===== src/rtl/vending_machine_core.sv =====
// Single-product soda vend controller: sums nickel/dime/quarter credit, vends at PRICE, returns change in nickels.
// Latency: o_soda/o_change register one cycle after the completing coin edge. No backpressure; every coin is accepted.
// Optional VEND_COUNT_EN adds an 8-bit wrapping vend counter output o_vend_cnt.
module vending_machine_core #(
    parameter int PRICE = 20
) (
    input  logic       i_clk,
    input  logic       i_rst,
    input  logic       i_nickle,
    input  logic       i_dime,
    input  logic       i_quarter,
    output logic       o_soda,
    output logic [2:0] o_change
`ifdef VEND_COUNT_EN
    ,
    output logic [7:0] o_vend_cnt
`endif
);

    localparam logic [5:0] PRICE_C = 6'(PRICE);

    typedef enum logic [1:0] {
        S_IDLE  = 2'd0,
        S_ACCUM = 2'd1,
        S_DISP  = 2'd2
    } state_t;

    state_t     state;
    state_t     state_next;
    logic [5:0] credit;
    logic [5:0] credit_next;
    logic [5:0] coin_value;
    logic [5:0] sum_next;
    logic [5:0] overpay;
    logic [2:0] change_next;

    always_ff @(posedge i_clk) begin
        if (i_rst) begin
            state    <= S_IDLE;
            credit   <= '0;
            o_change <= '0;
        end else begin
            state    <= state_next;
            credit   <= credit_next;
            o_change <= change_next;
        end
    end

    // Credit is below PRICE between vends, so the sum tops out at 55 and never overflows 6 bits.
    always_comb begin
        coin_value  = (i_nickle  ? 6'd5  : 6'd0)
                    + (i_dime    ? 6'd10 : 6'd0)
                    + (i_quarter ? 6'd25 : 6'd0);
        sum_next    = credit + coin_value;
        overpay     = sum_next - PRICE_C;
        state_next  = S_IDLE;
        credit_next = '0;
        change_next = '0;
        if (sum_next >= PRICE_C) begin
            state_next  = S_DISP;
            change_next = 3'(overpay / 6'd5);
        end else if (sum_next != 6'd0) begin
            state_next  = S_ACCUM;
            credit_next = sum_next;
        end
    end

    // The dispense strobe is the registered S_DISP state itself, so it lasts exactly one cycle per vend.
    assign o_soda = (state == S_DISP);

`ifdef VEND_COUNT_EN
    always_ff @(posedge i_clk) begin
        if (i_rst) begin
            o_vend_cnt <= '0;
        end else if (state_next == S_DISP) begin
            o_vend_cnt <= o_vend_cnt + 8'd1;
        end
    end
`endif

endmodule


===== config.mk =====
export PLATFORM = sky130hd
export DESIGN_NAME = vending_machine_core
export DESIGN_NICKNAME = d
export VERILOG_FILES = /design/src/rtl/vending_machine_core.sv
export SDC_FILE = /design/constraint.sdc
export NUM_CORES = 1
export LEC_CHECK = 0
export CORE_MARGIN = 3
export CORE_UTILIZATION = 40
export DETAILED_ROUTE_END_ITERATION = 8
export GPL_TIMING_DRIVEN = 0
export PLACE_DENSITY_LB_ADDON = 0.25
export SETUP_SLACK_MARGIN = 0.5
export SYNTH_ARGS = -nofsm -noshare
export SYNTH_HDL_FRONTEND = slang
export SYNTH_SLANG_ARGS = --single-unit

===== constraint.sdc =====
create_clock -name i_clk -period 4.7 [get_ports i_clk]
set_input_delay 0.705 -clock i_clk [delete_from_list [all_inputs] [get_ports i_clk]]
set_output_delay 0.705 -clock i_clk [all_outputs]
set_load 0.01 [all_outputs]

After elaboration in Yosys (flattened, before gate mapping)
Index checks and enable logic that the tools add are counted.
Storage, ports and cells
  register bits after elaboration: 11
  bits of input ports: 5
  word-level logic and storage cells: 22
Cells by class
  add/sub/neg operators: 4
  div/mod/pow operators: 1
  magnitude comparators: 1
  eq/ne operators: 1
  mux-type cells: 5
  bitwise logic cells: 2
  reductions and logical operators: 4
Operators by type and width (count)
  $add 5x5->6: 1
  $add 6x6->6: 1
  $div 6x3->6 const B: 1
  $ge 6x5->1 const B: 1
  $reduce_bool 6->1: 1
  $sub 6x5->6 const B: 1
  $add 3x4->5: 1
  $mux 5: 1
  $mux 4: 1
  $reduce_or 2->1: 2
  $mux 3: 1
  $reduce_or 3->1: 1
  $eq 2x2->1 const B: 1
  $mux 2: 1
  $not 1->1: 2
  $mux 1: 1

Longest topological paths before layout
  depth after elaboration: 7
  depth in mapped cells: 16

Least setup slack after synthesis
No wires, ideal clock.
  path type: input to register
  start: input i_nickle
  end: register o_change[0]
  arrival time: 3544 ps
  data required time: 4580 ps
  slack: 1035 ps
  stages: 15
  path buffers: 0
  cell sequence: inv_1 fa_1 inv_1 ha_1 inv_1 fa_1 xor2_1 ha_1 xnor2_1 xnor2_1 nand2_1 mux2_1 a221o_1 nand2_1 o22ai_2
On the way
  longest elaborated chain between the ends: 7
RTL lines
  start: declaration: line 9  | input logic i_nickle,
  $mux 3 (*): line 51  | coin_value = (i_nickle ? 6'd5 : 6'd0)
  $add 3x4->5 (*): line 52  | + (i_dime ? 6'd10 : 6'd0)
  $add 5x5->6 (*): line 53  | + (i_quarter ? 6'd25 : 6'd0);
  $add 6x6->6 (*): line 54  | sum_next = credit + coin_value;
  branches (longest 3 deep; another with $sub 6x5->6)
  end signal: assignment: line 45  | o_change <= change_next;
  end: declaration: line 13  | output logic [2:0] o_change
Every way passes the cells marked *.
A chain may end at the register's enable or synchronous reset.

Worst setup path after layout
  start: input i_quarter
  end: register o_change[0]
On the way
  longest elaborated chain between the ends: 6
RTL lines
  start: declaration: line 11  | input logic i_quarter,
  $mux 5 (*): line 53
  $add 5x5->6 (*): line 53
  $add 6x6->6 (*): line 54
  branches (longest 3 deep; another with $sub 6x5->6)
Marked as above.

==> results.cfg <==
[drt]
drc = 0
vias = 859
wl_per_cell_um = 12.0
detail_route.first_pass.iterations = 4
drt_wl_total_um = 1930
drtIter0Drc = 18
avgViaCountPerCell = 5.34
postRouteAntennaNets = 0

[timing]
finalCriticalPeriod_ps = 4000
setup_viol = 0
finalHoldViolations = 0
rsz0062_at_grt = no
period_share = 0.851
worstMarginPinSlew_ps = 496
skew_ps = 2.69
fin_tns_setup_ps = 0
max_freq_mhz = 250
slew-limit-headroom = 0.668
slew_viol_final = 0

[grt]
grt.met3_usage = 0.0278
globalRouteMet2Util = 0.218
grt_pass1_wl_um = 3470
grt_usage = 0.139
grt_max_degree = 11
first_global_vias = 812
antenna_found_initial = 0
gr-usage-met1 = 0.193
overflow = 0
grt_busiest_layer = met2

[final_layout]
utilization = 0.517
areaGrowthSynthToFinish_pct = 19.7
fillers = 222
final-seq-area_um2 = 220
multi_input_area_um2 = 731
fin_area_um2 = 1180
fin_cells = 161
nets = 152
drive_gt1_frac = 0.143
antennaDiodeCount = 0

[worst_setup_path]
r2r_setup_slack_ps = 1430
worst_setup_path_start_kind = primary input
reg2reg_depth = 16
crit_required_ps = 4870
slowest_stage = clkdlybuf4s50_1
reg2reg_from = credit[0]
path_max_fanout = 4
path_common_cell = inv_1
critPathMaxStageDelay_ps = 530
cp.arrival_ps = 4170
r2r_end = o_change[0]
crit_type = in -> reg
end_kind = flip-flop
cp_cell_sequence = clkdlybuf4s50_1 -> inv_1 -> fa_1 -> inv_1 -> ha_1 -> inv_1 -> fa_2 -> xor2_1 -> ha_1 -> xnor2_2 -> buf_4 -> xnor2_4 -> nand2_2 -> mux2_1 -> a221o_1 -> nand2_1 -> o22ai_2

[die]
die_y_um = 55.6
design.core.area_um2 = 2280
dieArea_um2 = 3090
fp.dieW_um = 55.6
start_util = 0.432
rows = 17
io_pins = 9

[clock_network]
clk_latency_ps = 270
cts.clk_slew.worst_paths_ps = 80
root_buffer = clkbuf_4
clockBufferDepth = 2
cts_made_buffers = 3
cts-htree-levels = 1
cts_tree = yes
cts_sinks = 11

[yosys]
synth_flop_cell = dfxtp_1
synthCells = 120
synth.ff_latch_count = 11
syn_area_per_cell_um2 = 8.20
synth_most_common_cell = nor2_1
yosys-top-cells-area = dfxtp_1 22%, ha_1 13%, nor2_1 6.5%, fa_1 6.1%, inv_1 5.0%
synth_top_area_cell = dfxtp_1
postSynthNetCount = 138
ys_types = 43
ys_seq_area_frac = 0.224
synth_common_cells = 17 x nor2_1, 13 x inv_1, 11 x dfxtp_1, 11 x nand2_1, 10 x ha_1
yosysWarnings = 0
netlist_area_um2 = 983
synth_top_area_share = 0.224
synth_edf_count = 0
synthArstFlopShare = 0

[run]
drv_cap = 0

[min_path]
min_delay_worst_endpoint = credit[0]
holdPathStages = 3
hold_start = credit[0]
hold_class = reg -> reg

[placed_design]
dp_hpwl_um = 1570
port_buffers = 8
dpl-instance-area_um2 = 1100
dpl.cell_count = 156
gp_congestion = 0.824

[status]
status = finished clean
## kinds of logic after synthesis
| kind of cell | Yosys count | share of synthesized area |
|---|---|---|
| AOI/OAI and AO/OA | 28 | 0.214 |
| xor gates and xnor gates | 10 | 0.104 |
| adders and majority gates | 14 | 0.198 |
| buffers and inverters | 17 | 0.0738 |
| DFF | 11 | 0.224 |
| muxes | 2 | 0.0216 |
| other | 1 | 0.00381 |
| and+or+nand+nor | 37 | 0.160 |
## area by class of cell
| type | instances | area share |
|---|---|---|
| buffer | 4 | 0.0244 |
| timing repair buffer | 9 | 0.0744 |
| clock buffer | 4 | 0.0223 |
| tap | 28 | 0.0298 |
| inverter | 13 | 0.0414 |
| sequential | 11 | 0.187 |
| multi-input combinational | 92 | 0.621 |
## layer usage
metal	wire, um	part of all wire	vias to the layer above
met5	0	0	-
met4	27	0.014	0
met3	68	0.035	5
met2	888	0.46	20
met1	947	0.49	398
li1	-	-	436
## cells in the final DEF (no fill, tap or decap), types with 2 or more instances in the layout
cell,synthesis,layout
nor2_1,17,17
inv_1,13,13
dfxtp_1,11,11
nand2_1,11,10
ha_1,10,10
clkdlybuf4s50_1,0,8
a21oi_1,5,5
xor2_1,4,4
clkbuf_4,0,4
nor2b_1,2,2
xnor2_1,4,2
xnor2_2,1,2
clkbuf_2,0,2
nand3_1,2,2
o211ai_1,2,2
o22ai_1,2,2
o21ai_0,2,2
fa_1,3,2
## worst max path at each step
stage / startpoint / end / depth (start not counted)
finish: i_quarter / o_change[0] / 17
global route: i_quarter / o_change[0] / 17
CTS: i_quarter / o_change[0] / 16
detailed placement: i_quarter / o_change[0] / 16
global placement: i_quarter / o_change[0] / 16
floorplan: i_nickle / o_change[0] / 15
## sequential cells by signal (all words and copies together), names as in the netlist
register  cells
credit        6
o_change      3
state         2
## metrics by stage
step / hold WS, ps / setup WS, ps
after floorplan: 603 / 1040
after global placement: 665 / 272
after detailed placement: 676 / 215
after CTS: 689 / 505
after global routing: 738 / 509
final: 673 / 702
## worst max-delay path, delay by kind of cell
family	cells	cell delay [ps]
adders and majority gates	4	1180
buffers and inverters	5	890
xor gates and xnor gates	3	530
AOI/OAI and AO/OA	2	340
muxes	1	320
and+or+nand+nor	2	200
## repair_timing
action                     in CTS  in global routing
setup endpoints to repair       0                  2
hold buffers                    0                  0
setup buffers                   0                  1
resized for setup               0                 12
Power is not shown: default switching activity piles up to over one toggle a cycle in this logic, so the estimate is an artifact.
